**src/rtl/sockit_spi_pkg.sv**
```systemverilog
// rtl/sockit_spi_pkg.sv - shared types and lane helpers for the sockit SPI slave
package sockit_spi_pkg;

  typedef struct packed {
    logic       pol;
    logic       pha;
    logic [1:0] iom;
    logic       doe;
  } slv_cfg_t;

  typedef enum logic {IDL, ACT} slv_state_t;

  // serial bits carried per sclk period for each lane mode
  function automatic logic [2:0] iom2w(input logic [1:0] iom);
    case (iom)
      2'd2:    iom2w = 3'd2;
      2'd3:    iom2w = 3'd4;
      default: iom2w = 3'd1;
    endcase
  endfunction

endpackage

```
**src/rtl/sockit_spi_slv_if.sv**
```systemverilog
// rtl/sockit_spi_slv_if.sv - tx (sdw) and rx (sdr) word streams between the SPI slave and the fabric
interface sockit_spi_slv_if #(parameter int DW = 8);
  logic          sdw_vld;
  logic [DW-1:0] sdw_dat;
  logic          sdw_rdy;
  logic          sdr_vld;
  logic [DW-1:0] sdr_dat;
  logic          sdr_rdy;

  modport slave  (input  sdw_vld, sdw_dat, sdr_rdy, output sdw_rdy, sdr_vld, sdr_dat);
  modport master (output sdw_vld, sdw_dat, sdr_rdy, input  sdw_rdy, sdr_vld, sdr_dat);
endinterface

```
**src/rtl/sockit_spi_sync.sv**
```systemverilog
// rtl/sockit_spi_sync.sv - N-bit two-flop synchronizer with a selectable reset value
module sockit_spi_sync #(
  parameter int           N  = 1,
  parameter logic [N-1:0] RV = '0
) (
  input  logic         clk,
  input  logic         rst,
  input  logic [N-1:0] i_d,
  output logic [N-1:0] o_q
);

  logic [N-1:0] r_ff1;
  logic [N-1:0] r_ff2;

  always_ff @(posedge clk or posedge rst) begin
    if (rst) begin
      r_ff1 <= RV;
      r_ff2 <= RV;
    end else begin
      r_ff1 <= i_d;
      r_ff2 <= r_ff1;
    end
  end

  assign o_q = r_ff2;

endmodule

```
**src/rtl/sockit_spi_slv.sv**
```systemverilog
// rtl/sockit_spi_slv.sv - oversampled SPI slave: 4-wire, 3-wire, dual, quad; CPOL/CPHA 0..3
module sockit_spi_slv
  import sockit_spi_pkg::*;
#(
  parameter int DW = 8
) (
  input  logic                  clk,
  input  logic                  rst,
  input  slv_cfg_t              i_cfg,
  input  logic                  i_spi_clk,
  input  logic                  i_spi_ssn,
  input  logic [3:0]            i_spi_sio,
  output logic [3:0]            o_spi_sio,
  output logic [3:0]            o_spi_sio_e,
  sockit_spi_slv_if.slave       bus,
  output logic                  o_sts_act,
  output logic                  o_sts_udf,
  output logic                  o_sts_ovf,
  output logic                  o_sts_abt
);

  localparam int CW = $clog2(DW);

  function automatic logic [CW-1:0] f_cnt_max(input logic [1:0] iom);
    case (iom)
      2'd2:    f_cnt_max = CW'(DW / 2 - 1);
      2'd3:    f_cnt_max = CW'(DW / 4 - 1);
      default: f_cnt_max = CW'(DW - 1);
    endcase
  endfunction

  slv_state_t    r_state, w_state_nxt;
  slv_cfg_t      r_cfg;
  logic          r_sclk_d, r_ssn_d, r_lod;
  logic [CW-1:0] r_cnt;
  logic [DW-1:0] r_tx_sr, r_rx_sr, r_sdr_dat;
  logic          r_sdr_vld, r_udf, r_ovf, r_abt;

  logic [5:0]    w_sync;
  logic          w_sclk, w_ssn;
  logic [3:0]    w_sio, w_mask;
  logic          w_ssn_fall, w_ssn_rise, w_start, w_live;
  logic          w_k, w_k_d, w_smp, w_drv, w_load, w_done;
  logic [2:0]    w_w;
  logic [CW-1:0] w_cnt_max;
  logic [DW-1:0] w_rx_nxt;

  // ssn resets high so a reset never looks like a select assertion
  sockit_spi_sync #(.N(6), .RV(6'b010000)) u_sync (
    .clk (clk),
    .rst (rst),
    .i_d ({i_spi_clk, i_spi_ssn, i_spi_sio}),
    .o_q (w_sync)
  );

  assign w_sclk     = w_sync[5];
  assign w_ssn      = w_sync[4];
  assign w_sio      = w_sync[3:0];
  assign w_ssn_fall = r_ssn_d & ~w_ssn;
  assign w_ssn_rise = ~r_ssn_d & w_ssn;
  assign w_start    = (r_state == IDL) && w_ssn_fall;
  assign w_live     = (r_state == ACT) && !w_ssn_rise;

  assign w_k       = w_sclk ^ r_cfg.pol;
  assign w_k_d     = r_sclk_d ^ r_cfg.pol;
  assign w_smp     = w_live && (r_cfg.pha ? (w_k_d & ~w_k) : (w_k & ~w_k_d));
  assign w_drv     = w_live && (r_cfg.pha ? (w_k & ~w_k_d) : (w_k_d & ~w_k));
  assign w_load    = (w_start && !i_cfg.pha) || (w_drv && r_lod);
  assign w_done    = w_smp && (r_cnt == '0);

  assign w_w       = iom2w(r_cfg.iom);
  assign w_cnt_max = f_cnt_max(r_cfg.iom);
  assign w_mask    = (r_cfg.iom == 2'd3) ? 4'hf : (r_cfg.iom == 2'd2) ? 4'h3 : 4'h1;
  assign w_rx_nxt  = (r_rx_sr << w_w) | DW'(w_sio & w_mask);

  always_ff @(posedge clk or posedge rst) begin
    if (rst) r_state <= IDL;
    else     r_state <= w_state_nxt;
  end

  always_comb begin
    w_state_nxt = r_state;
    case (r_state)
      IDL:     if (w_ssn_fall) w_state_nxt = ACT;
      ACT:     if (w_ssn_rise) w_state_nxt = IDL;
      default: w_state_nxt = IDL;
    endcase
  end

  always_ff @(posedge clk or posedge rst) begin
    if (rst) begin
      r_cfg     <= '0;
      r_sclk_d  <= 1'b0;
      r_ssn_d   <= 1'b1;
      r_lod     <= 1'b0;
      r_cnt     <= '0;
      r_tx_sr   <= '0;
      r_rx_sr   <= '0;
      r_sdr_vld <= 1'b0;
      r_sdr_dat <= '0;
      r_udf     <= 1'b0;
      r_ovf     <= 1'b0;
      r_abt     <= 1'b0;
    end else begin
      r_sclk_d <= w_sclk;
      r_ssn_d  <= w_ssn;
      r_udf    <= 1'b0;
      r_ovf    <= 1'b0;
      r_abt    <= 1'b0;

      if (w_start) begin
        r_cfg   <= i_cfg;
        r_cnt   <= f_cnt_max(i_cfg.iom);
        r_lod   <= 1'b1;
        r_rx_sr <= '0;
      end

      // a load at the select edge overrides the lod set just above
      if (w_load) begin
        r_lod   <= 1'b0;
        r_tx_sr <= bus.sdw_vld ? bus.sdw_dat : '1;
        r_udf   <= !bus.sdw_vld;
      end else if (w_drv) begin
        r_tx_sr <= r_tx_sr << w_w;
      end

      if (w_smp) begin
        if (r_cnt != '0) begin
          r_rx_sr <= w_rx_nxt;
          r_cnt   <= r_cnt - 1'b1;
        end else begin
          r_cnt <= w_cnt_max;
          r_lod <= 1'b1;
        end
      end

      if (r_sdr_vld && bus.sdr_rdy) r_sdr_vld <= 1'b0;
      if (w_done) begin
        if (!r_sdr_vld || bus.sdr_rdy) begin
          r_sdr_dat <= w_rx_nxt;
          r_sdr_vld <= 1'b1;
        end else begin
          r_ovf <= 1'b1;
        end
      end

      if ((r_state == ACT) && w_ssn_rise && ((r_cnt != w_cnt_max) || (!r_lod && r_cfg.pha)))
        r_abt <= 1'b1;
    end
  end

  always_comb begin
    o_spi_sio   = '0;
    o_spi_sio_e = '0;
    if (r_state == ACT) begin
      case (r_cfg.iom)
        2'd0: begin
          o_spi_sio[1] = r_tx_sr[DW-1];
          o_spi_sio_e  = 4'b0010;
        end
        2'd1: begin
          o_spi_sio[0] = r_tx_sr[DW-1];
          o_spi_sio_e  = {3'b000, r_cfg.doe};
        end
        2'd2: begin
          o_spi_sio[1:0] = r_tx_sr[DW-1 -: 2];
          o_spi_sio_e    = {2'b00, {2{r_cfg.doe}}};
        end
        default: begin
          o_spi_sio   = r_tx_sr[DW-1 -: 4];
          o_spi_sio_e = {4{r_cfg.doe}};
        end
      endcase
    end
  end

  assign bus.sdw_rdy = w_load & bus.sdw_vld;
  assign bus.sdr_vld = r_sdr_vld;
  assign bus.sdr_dat = r_sdr_dat;
  assign o_sts_act   = (r_state == ACT);
  assign o_sts_udf   = r_udf;
  assign o_sts_ovf   = r_ovf;
  assign o_sts_abt   = r_abt;

endmodule

```
**src/flat_wrapper.sv**
```systemverilog
// flat-port wrapper written by rule: the top's interface ports become plain ports
module sockit_spi_slv_flat import sockit_spi_pkg::*;
#(
  parameter int DW = 8
)
  (clk, rst, i_cfg, i_spi_clk, i_spi_ssn, i_spi_sio, o_spi_sio, o_spi_sio_e, o_sts_act, o_sts_udf, o_sts_ovf, o_sts_abt, bus_sdw_vld, bus_sdw_dat, bus_sdr_rdy, bus_sdw_rdy, bus_sdr_vld, bus_sdr_dat);
  sockit_spi_slv_if #(.DW(DW)) bus_i ();
  input  logic clk;
  input  logic rst;
  input  slv_cfg_t i_cfg;
  input  logic i_spi_clk;
  input  logic i_spi_ssn;
  input  logic [3:0] i_spi_sio;
  output logic [3:0] o_spi_sio;
  output logic [3:0] o_spi_sio_e;
  output logic o_sts_act;
  output logic o_sts_udf;
  output logic o_sts_ovf;
  output logic o_sts_abt;
  input wire logic [$bits(bus_i.sdw_vld)-1:0] bus_sdw_vld;
  input wire logic [$bits(bus_i.sdw_dat)-1:0] bus_sdw_dat;
  input wire logic [$bits(bus_i.sdr_rdy)-1:0] bus_sdr_rdy;
  output wire logic [$bits(bus_i.sdw_rdy)-1:0] bus_sdw_rdy;
  output wire logic [$bits(bus_i.sdr_vld)-1:0] bus_sdr_vld;
  output wire logic [$bits(bus_i.sdr_dat)-1:0] bus_sdr_dat;
  assign bus_i.sdw_vld = bus_sdw_vld;
  assign bus_i.sdw_dat = bus_sdw_dat;
  assign bus_i.sdr_rdy = bus_sdr_rdy;
  assign bus_sdw_rdy = bus_i.sdw_rdy;
  assign bus_sdr_vld = bus_i.sdr_vld;
  assign bus_sdr_dat = bus_i.sdr_dat;
  sockit_spi_slv #(.DW(DW)) u_core (.clk(clk), .rst(rst), .i_cfg(i_cfg), .i_spi_clk(i_spi_clk), .i_spi_ssn(i_spi_ssn), .i_spi_sio(i_spi_sio), .o_spi_sio(o_spi_sio), .o_spi_sio_e(o_spi_sio_e), .bus(bus_i), .o_sts_act(o_sts_act), .o_sts_udf(o_sts_udf), .o_sts_ovf(o_sts_ovf), .o_sts_abt(o_sts_abt));
endmodule
```
**config.mk**
```make
export PLATFORM = sky130hd
export DESIGN_NAME = sockit_spi_slv_flat
export DESIGN_NICKNAME = d
export VERILOG_FILES = /design/src/rtl/sockit_spi_pkg.sv /design/src/rtl/sockit_spi_slv_if.sv /design/src/rtl/sockit_spi_sync.sv /design/src/rtl/sockit_spi_slv.sv /design/src/flat_wrapper.sv
export SDC_FILE = /design/constraint.sdc
export NUM_CORES = 1
export LEC_CHECK = 0
export ABC_AREA = 0
export CORE_ASPECT_RATIO = 0.9
export CORE_MARGIN = 4
export CORE_UTILIZATION = 55
export CTS_CLUSTER_SIZE = 30
export DETAILED_ROUTE_END_ITERATION = 10
export GPL_TIMING_DRIVEN = 1
export PLACE_DENSITY = 0.86
export REMOVE_ABC_BUFFERS = 1
export SLEW_MARGIN = 40
export SYNTH_ARGS = -nofsm -noshare
export SYNTH_HDL_FRONTEND = slang
export SYNTH_HIERARCHICAL = 1
export SYNTH_SLANG_ARGS = --single-unit
export TNS_END_PERCENT = 50
```
**constraint.sdc**
```tcl
create_clock -name clk -period 3.3 [get_ports clk]
set_input_delay 0.33 -clock clk [delete_from_list [all_inputs] [get_ports clk]]
set_output_delay 0.33 -clock clk [all_outputs]
set_load 0.03 [all_outputs]
```
==> flow_summary.yaml, run 1 <==
run_status:
  status: "finished, final reports clean"
route:
  route.antenna.remaining_nets: 0
  drcViolationCount: 0
  vias: 1814
  1st_pass_router_iterations: 4
  routed_via_density: 5.228
  first_iter_violations: 180
  postRouteWirelength_mm: 5.229
  routed_wire_length_per_instance_um: 15.07
critical_path:
  critPathArrivalTime_ps: 2400
  reg2reg_depth: 4
  worstPathMaxFanout: 6
  worstSetupStartpointType: "flop"
  crit_path_start: "u_core/r_ssn_d"
  reg2reg_setup_slack_ps: 1230
  setup.worst_path.end: "bus_sdw_rdy"
  worstReg2RegStart: "u_core/o_sts_act"
  path_class: "flop to output pin"
  cp.required_ps: 2970
  worst_r2r_endpoint: "u_core/r_tx_sr[7]"
  cp-end-kind: "output pin"
cts:
  post-cts-setup-buffers: 0
  worst_setup_hold_path_clk_slew_ps: 100
  ctsResizeCount: 0
  cts.sinks: 51
  cts_tree: "built"
  ctsHoldBuffers: 0
  tritoncts.num_buffers: 5
  clockRootBuffer: "sky130_fd_sc_hd__clkbuf_8"
  clock_tree.htree_level_count: 2
  clk-insertion-delay-late_ps: 300
  max-clock-path-buffers: 2
global_routing:
  grt_pass1_wl_mm: 8.342
  antenna_found_initial: 0
  grt.overflow.total: 0
  largest_net_degree_at_the_start_of_global_routing: 40
  grt_pass1_vias: 1731
  globalRouteTotalUtil_pct: 18.99
timing:
  totalNegativeSetupSlack_ps: 0
  timing.final.hold_violations: 0
  post-route-period-util_pct: 82.71
  fmax_mhz: 366.4
  slew_viol_final: 0
  grt_setup_unrepaired: "false"
  layout_min_cycle_time_ps: 2729
  tightest_slew_ps: 577.7
  timing.final.ws_setup_ps: 570.6
  clock_skew_ps: 8.830
  setup_viol: 0
  relSlewSlack_pct: 61.36
logic_synthesis:
  synth_top_cell_area_share_pct: 47.48
  ys_top_cells_by_count: "sky130_fd_sc_hd__dfrtp_1, sky130_fd_sc_hd__nand2_1, sky130_fd_sc_hd__mux2i_1"
  netlist.top_cell.by_area: "sky130_fd_sc_hd__dfrtp_1"
  yosysWarnings: 6
  netlist_top_cells_area: "sky130_fd_sc_hd__dfrtp_1, sky130_fd_sc_hd__mux2i_1, sky130_fd_sc_hd__mux2_2"
  syn-mean-instance-area_um2: 10.54
  synth.yosys.seq_area_share_pct: 50.59
  synth_cell_type_count: 37
  postSynth.asyncResetShare_pct: 100.0
  dominantRegCellSynth: "sky130_fd_sc_hd__dfrtp_1"
  synth_cells: 240
  syn-cell-area_um2: 2530
  post_synth_edffs: 0
  synth-seq-cells: 51
  post-synth-top-count-cell: "sky130_fd_sc_hd__dfrtp_1"
hold_path:
  worst_min_path_class: "input port to async pin"
power_and_ir_drop:
  p_total_mw: 2.316
  powerDensity_nw_per_um2: 743.2
  vdd.ir_drop.worst_mv: 0.4807
  static-leakage-power_nw: 1.372
floorplanning:
  floorplan.die_area_um2: 5750
  core-area_um2: 4461
  core.rowCount: 23
  design.portCount: 45
  die_height_um: 72.34
  start_util_pct: 56.72
  floorplan.die.width_um: 79.49
placement:
  gp_congestion: 0.8579
  portBuffers: 44
  place_hpwl_mm: 3.829
  setup_slack_after_placement_ps: 920.5
final_layout:
  multi_input_logic_area_um2: 1127
  final_net_count: 309
  drive_gt1_share_pct: 14.39
  filler_cell_count: 339
  antenna_cells: 0
  area_delta_synth_final_pct: 23.19
  sequential_cell_area_um2: 1280
run:
  drv_cap: 0
==> metal layers <==
| metal | track usage (%) | wire [um] | vias to the layer above |
|---|---|---|---|
| met5 | 0 | 0 | - |
| met4 | 4.962 | 23 | 0 |
| met3 | 5.335 | 334 | 4 |
| met2 | 28.54 | 2468 | 48 |
| met1 | 27.27 | 2402 | 870 |
| li1 | - | - | 892 |
==> cell type report <==
cell class                 instances  area share, %
clock inverter                     3         0.8029
timing repair buffer              49          15.34
tap                               62          2.489
sequential                        51          41.07
inverter                          16          1.927
clock buffer                       5          2.208
multi-input combinational        161          36.17
==> kinds of logic after synthesis <==
| kind of cell | count (synthesis) | share of synthesized area, % |
|---|---|---|
| multiplexers | 47 | 19.63 |
| adder cells (fa/ha/maj) | 2 | 0.9890 |
| AO/OA/AOI/OAI | 30 | 7.073 |
| buffers and inverters | 28 | 5.044 |
| flip-flops | 51 | 50.59 |
| XOR/XNOR | 1 | 0.6431 |
| AND/OR/NAND/NOR | 81 | 16.02 |
==> stage by stage <==
step	util [%]	cell area, um^2	cells	hold WS [ps]
finish	69.87	3117	347	346.8
global route	69.87	3117	347	364.4
CTS	69.76	3112	347	351.3
detailed placement	67.66	3018	339	337.2
global placement	67.66	3018	339	331.4
floorplan	-	2462	228	193.3
==> cell usage in the layout (no fill, tap or decap), types with 7 or more instances in the layout <==
cell type and instances:
sky130_fd_sc_hd__dfrtp_1 48, sky130_fd_sc_hd__clkdlybuf4s50_1 44, sky130_fd_sc_hd__o21ai_0 8, sky130_fd_sc_hd__inv_1 16
sky130_fd_sc_hd__mux2i_1 32, sky130_fd_sc_hd__a21oi_1 13, sky130_fd_sc_hd__nand2_1 36, sky130_fd_sc_hd__nand2b_1 7
sky130_fd_sc_hd__mux2_2 13, sky130_fd_sc_hd__nor2_1 17
==> power by group <==
part           switching (mW)  total [mW]  internal (mW)
clock                   0.216       0.371          0.155
sequential              0.174       0.975          0.801
combinational           0.512       0.970          0.459
==> critical path, cell delays in order (launching register included) <==
cell and delay [ps]:
sky130_fd_sc_hd__dfstp_2 550, sky130_fd_sc_hd__nand2b_1 130, sky130_fd_sc_hd__nand2_1 190, sky130_fd_sc_hd__o32a_1 440, sky130_fd_sc_hd__nor2b_1 120, sky130_fd_sc_hd__clkdlybuf4s50_1 680
==> registers in the layout (all words and copies together), names as in the netlist <==
signal	flops
u_core/bus.sdr_dat	8
u_core/r_tx_sr	8
u_core/r_rx_sr	7
u_core/u_sync/o_q	6
u_core/u_sync/r_ff1	6
u_core/r_cfg	5
u_core/r_cnt	3
u_core/bus.sdr_vld	1
u_core/o_sts_abt	1
u_core/o_sts_act	1
u_core/o_sts_ovf	1
u_core/o_sts_udf	1
u_core/r_lod	1
u_core/r_sclk_d	1
u_core/r_ssn_d	1
==> worst min path at each step <==
stage	start	to	slack [ps]	cells after the start
final	rst	u_core/u_sync/o_q[0]	350	2
after global routing	u_core/u_sync/r_ff1[4]	u_core/u_sync/o_q[4]	360	0
after CTS	rst	u_core/u_sync/r_ff1[2]	350	2
after detailed placement	u_core/u_sync/r_ff1[1]	u_core/u_sync/o_q[1]	340	0
after global placement	u_core/u_sync/r_ff1[3]	u_core/u_sync/o_q[3]	330	0
after floorplan	rst	u_core/u_sync/o_q[0]	190	1
Power figures use the tool's default switching activity.
==> run 2: changes to the inputs <==
CORE_UTILIZATION = 47   (was 55)
PLACE_DENSITY = 0.78   (was 0.86)
clock period = 2.5 ns   (was 3.3 ns; I/O delays follow)
==> run 2 against run 1 <==
Effect of this change:
- clock power rose by 80%
- non-clock buffer count rose by 2
- via count decreased by 0.72%
- critical path depth fell by 1
- sequential cell count stayed put
- sequential power increased by 32%
- register-to-register slack worse by 680 ps
- highest routed layer unchanged
- global-route usage shrank 2.5 points
- first-iteration DRC count is 62% lower
==> flow_summary.yaml, run 2 (same netlist as run 1, synthesis figures left out) <==
final_layout:
  most-common-layout-cells: "sky130_fd_sc_hd__dfrtp_1, sky130_fd_sc_hd__clkdlybuf4s50_1, sky130_fd_sc_hd__nand2_1, sky130_fd_sc_hd__mux2i_1, sky130_fd_sc_hd__nor2_1"
  final_common_cell: "sky130_fd_sc_hd__dfrtp_1"
  drive_gt1_share_pct: 15.68
  area_delta_synth_final_pct: 25.67
  antenna_cells: 0
  final_area_um2: 3179
  final_net_count: 311
hold_path:
  worst_min_path_class: "input port to async pin"
placement:
  setup_slack_after_placement_ps: 383.3
  dpl_cell_area_um2: 3037
  place_hpwl_mm: 3.816
  portBuffers: 44
  gp_congestion: 0.8451
route:
  1st_pass_router_iterations: 4
  vias: 1801
  routed_via_density: 5.088
  postRouteWirelength_mm: 5.064
  first_iter_violations: 69
  drcViolationCount: 0
  route.antenna.remaining_nets: 0
  routed_wire_length_per_instance_um: 14.31
cts:
  ctsHoldBuffers: 0
  max-clock-path-buffers: 2
  cts.sinks: 51
  clock_tree.htree_level_count: 2
  clk-insertion-delay-late_ps: 300
  cts_tree: "built"
  tritoncts.num_buffers: 5
  worst_setup_hold_path_clk_slew_ps: 90
  clockRootBuffer: "sky130_fd_sc_hd__clkbuf_8"
critical_path:
  worstSetupStartpointType: "flop"
  critPathArrivalTime_ps: 1990
  cp.required_ps: 2250
  cp-end-kind: "output pin"
  worstPathMaxFanout: 12
  path_class: "flop to output pin"
timing:
  totalNegativeSetupSlack_ps: 0
  clock_skew_ps: 4.427
  fmax_mhz: 447.4
  timing.final.ws_setup_ps: 264.8
  post-route-period-util_pct: 89.41
  grt_setup_unrepaired: "false"
  slew_viol_final: 0
  setup_viol: 0
  relSlewSlack_pct: 60.66
  tightest_slew_ps: 589.5
  timing.final.hold_violations: 0
  layout_min_cycle_time_ps: 2235
floorplanning:
  start_util_pct: 48.43
  die_height_um: 77.60
  design.portCount: 45
  floorplan.die_area_um2: 6622
  floorplan.die.width_um: 85.34
  core-area_um2: 5224
  core.rowCount: 25
global_routing:
  grt.overflow.total: 0
  largest_net_degree_at_the_start_of_global_routing: 18
  grt_pass1_wl_mm: 8.631
  grt_pass1_vias: 1820
  antenna_found_initial: 0
  globalRouteTotalUtil_pct: 16.48
power_and_ir_drop:
  static-leakage-power_nw: 1.402
  powerDensity_nw_per_um2: 1014
  vdd.ir_drop.worst_mv: 0.5854
run_status:
  status: "finished, final reports clean"
run:
  drv_cap: 0
## run 2: critical path: stages (launching register included)
cell and delay (ps):
sky130_fd_sc_hd__dfrtp_1 490, sky130_fd_sc_hd__buf_4 240, sky130_fd_sc_hd__nand3_1 110, sky130_fd_sc_hd__a21oi_1 160, sky130_fd_sc_hd__clkdlybuf4s50_1 680
## run 2: per-layer routing
metal | part of all wire, % | GRT usage, % | wire [um]
met1 | 46 | 22.57 | 2321
met2 | 48 | 25.85 | 2443
met3 | 4.8 | 4.246 | 241
met4 | 1.1 | 4.747 | 58
met5 | 0 | 0 | 0
## run 2: cell type report
type	count	area, um^2
fillers	434	2044
flip-flops and latches	51	1281
multi-input cells	161	1127
repair buffers	51	490.5
well taps	67	83.83
clock buffers	5	68.82
clock inverters	3	67.56
inverters	16	60.06
## run 2: metrics by stage
| stage | cells | power [mW] | util, % | hold WS [ps] |
|---|---|---|---|---|
| floorplan | 228 | 2.137 | - | 113.3 |
| CTS | 354 | 3.242 | 60.74 | 266.0 |
| global placement | 346 | 2.531 | 58.13 | 331.5 |
| finish | 354 | 3.223 | 60.86 | 258.8 |
| global route | 354 | 3.456 | 60.86 | 278.1 |
| detailed placement | 346 | 2.568 | 58.13 | 334.7 |
## run 2: worst paths after layout
kind | slack [ps] | endpoint | from | cells after the start
worst max-delay path | 260 | o_spi_sio[1] | u_core/r_cfg[2] | 4
worst min-delay path | 260 | u_core/u_sync/r_ff1[0] | rst | 2
worst max register to register | 550 | u_core/r_tx_sr[1] | u_core/r_ssn_d | 3
worst min register to register | 360 | u_core/u_sync/o_q[0] | u_core/u_sync/r_ff1[0] | 0
max in group asynchronous | 1560 | u_core/r_cnt[1] | rst | 3
min in group clk | 340 | u_core/u_sync/r_ff1[4] | i_spi_ssn | 1
## run 2: power by group
part / leakage, nW / total [mW] / switching, mW / internal [mW]
clock network: 0.0644 / 0.669 / 0.270 / 0.399
registers: 0.602 / 1.29 / 0.230 / 1.06
logic: 0.735 / 1.27 / 0.654 / 0.612
total: 1.40 / 3.22 / 1.15 / 2.07
## run 2: what timing repair did
item | in CTS | in global routing
gates resized for setup | 0 | 1
buffers inserted | 0 | 0
setup endpoints to repair | 0 | 2
==> run 3: changes to the inputs <==
SLEW_MARGIN = 20   (was 40)
==> run 3 against run 2 <==
Effect of this change:
- routed wire length fell by 0.28%
- largest cell class unchanged
- critical endpoint unchanged
- first-iteration DRC count is 10% lower
- clock power barely moved
- register-to-register slack got worse by 20 ps
- die area is the same
- cell count did not move
- non-clock buffer count did not move
- combinational power barely moved
- sequential share of layout area up 0.064 points
- utilization down 0.096 points
- sequential cell count unchanged
- clock skew barely moved
==> flow_summary.yaml, run 3 (same netlist as run 1, synthesis figures left out) <==
global_routing:
  globalRoute.busiestLayer: "met2"
  largest_net_degree_at_the_start_of_global_routing: 18
  globalRouteMet2Util_pct: 25.85
  grt_pass1_wl_mm: 8.631
  met3_usage_in_global_routing_pct: 4.246
  grt_pass1_vias: 1820
  antenna_found_initial: 0
  grt.overflow.total: 0
  globalRouteTotalUtil_pct: 16.48
  grtUsageMet1_pct: 22.57
timing:
  tightest_slew_ps: 805.2
  relSlewSlack_pct: 46.20
  totalNegativeSetupSlack_ps: 0
  post-route-period-util_pct: 89.37
  setup_viol: 0
  clock_skew_ps: 4.625
  layout_min_cycle_time_ps: 2234
  grt_setup_unrepaired: "false"
  timing.final.hold_violations: 0
  fmax_mhz: 447.6
  slew_viol_final: 0
cts:
  post-cts-setup-buffers: 0
  worst_setup_hold_path_clk_slew_ps: 90
  ctsHoldBuffers: 0
  cts.sinks: 51
  tritoncts.num_buffers: 5
  ctsResizeCount: 0
  clock_tree.htree_level_count: 2
  max-clock-path-buffers: 2
  clk-insertion-delay-late_ps: 300
  cts_tree: "built"
  clockRootBuffer: "sky130_fd_sc_hd__clkbuf_8"
floorplanning:
  start_util_pct: 48.43
  core.rowCount: 25
  core-area_um2: 5224
  design.portCount: 45
  die_height_um: 77.60
  floorplan.die.width_um: 85.34
  floorplan.die_area_um2: 6622
final_layout:
  utilization_after_layout_pct: 60.77
  final_net_count: 311
  drive_gt1_share_pct: 15.33
  finished_layout_cells: 354
  final_common_cell: "sky130_fd_sc_hd__dfrtp_1"
  area_delta_synth_final_pct: 25.47
  antenna_cells: 0
  most-common-layout-cells: "sky130_fd_sc_hd__dfrtp_1, sky130_fd_sc_hd__clkdlybuf4s50_1, sky130_fd_sc_hd__nand2_1, sky130_fd_sc_hd__mux2i_1, sky130_fd_sc_hd__nor2_1"
  final_area_um2: 3174
route:
  first_iter_violations: 62
  routed_wire_length_per_instance_um: 14.27
  vias: 1787
  routed_via_density: 5.048
  route.antenna.remaining_nets: 0
  1st_pass_router_iterations: 4
  postRouteWirelength_mm: 5.050
  drcViolationCount: 0
placement:
  place_hpwl_mm: 3.816
  portBuffers: 44
  gp_congestion: 0.8451
  placed_cells_incl_taps: 346
  dpl_cell_area_um2: 3037
critical_path:
  critPathArrivalTime_ps: 1980
  path_class: "flop to output pin"
  worstPathMaxFanout: 12
  cp.required_ps: 2250
  cp-end-kind: "output pin"
  reg2reg_depth: 3
  worstSetupStartpointType: "flop"
run_status:
  status: "finished, final reports clean"
run:
  drv_cap: 0
power_and_ir_drop:
  static-leakage-power_nw: 1.400
  powerDensity_nw_per_um2: 1015
  vdd.ir_drop.worst_mv: 0.5853
  p_total_mw: 3.222
hold_path:
  worst_min_path_class: "input port to async pin"
run 3: worst paths after layout:
kind                                         from                endpoint  slack (ps)
setup / recovery                  u_core/r_cfg[2]            o_spi_sio[1]         270
hold / removal                                rst  u_core/u_sync/r_ff1[0]         260
setup reg to reg                   u_core/r_ssn_d       u_core/r_tx_sr[1]         530
hold reg to reg            u_core/u_sync/r_ff1[0]    u_core/u_sync/o_q[0]         360
max in group asynchronous                     rst         u_core/r_cnt[1]        1560
min in group clk                        i_spi_ssn  u_core/u_sync/r_ff1[4]         350
run 3: report_power, final:
part | internal, mW | switching (mW) | leakage, nW | total, mW
Clock | 0.399 | 0.270 | 0.0644 | 0.669
Combinational | 0.611 | 0.657 | 0.733 | 1.27
Sequential | 1.06 | 0.227 | 0.602 | 1.29
run 3: area by class of cell:
cell class              count  area [um^2]
clock buffers               5        68.82
clock inverters             3        67.56
fillers                   435         2049
inverters                  16        60.06
multi-input cells         161         1122
flip-flops and latches     51         1281
well taps                  67        83.83
repair buffers             51        490.5
run 3: critical path: stages (launching register included):
cell and delay (ps):
sky130_fd_sc_hd__dfrtp_1 490, sky130_fd_sc_hd__buf_4 240, sky130_fd_sc_hd__nand3_1 110, sky130_fd_sc_hd__a21oi_1 160, sky130_fd_sc_hd__clkdlybuf4s50_1 680
run 3: metal layers:
layer / vias up / routed length [um]
li1: 892 / -
met1: 852 / 2382
met2: 36 / 2404
met3: 7 / 204
met4: 0 / 58
met5: - / 0
run 3: metrics by stage:
step           hold slack, ps  setup slack, ps
4_1_cts                 266.0            114.8
2_1_floorplan           113.3            255.9
6_report                259.0            265.8
3_5_place_dp            334.7            383.3
3_3_place_gp            331.5            438.6
5_1_grt                 278.1            159.3
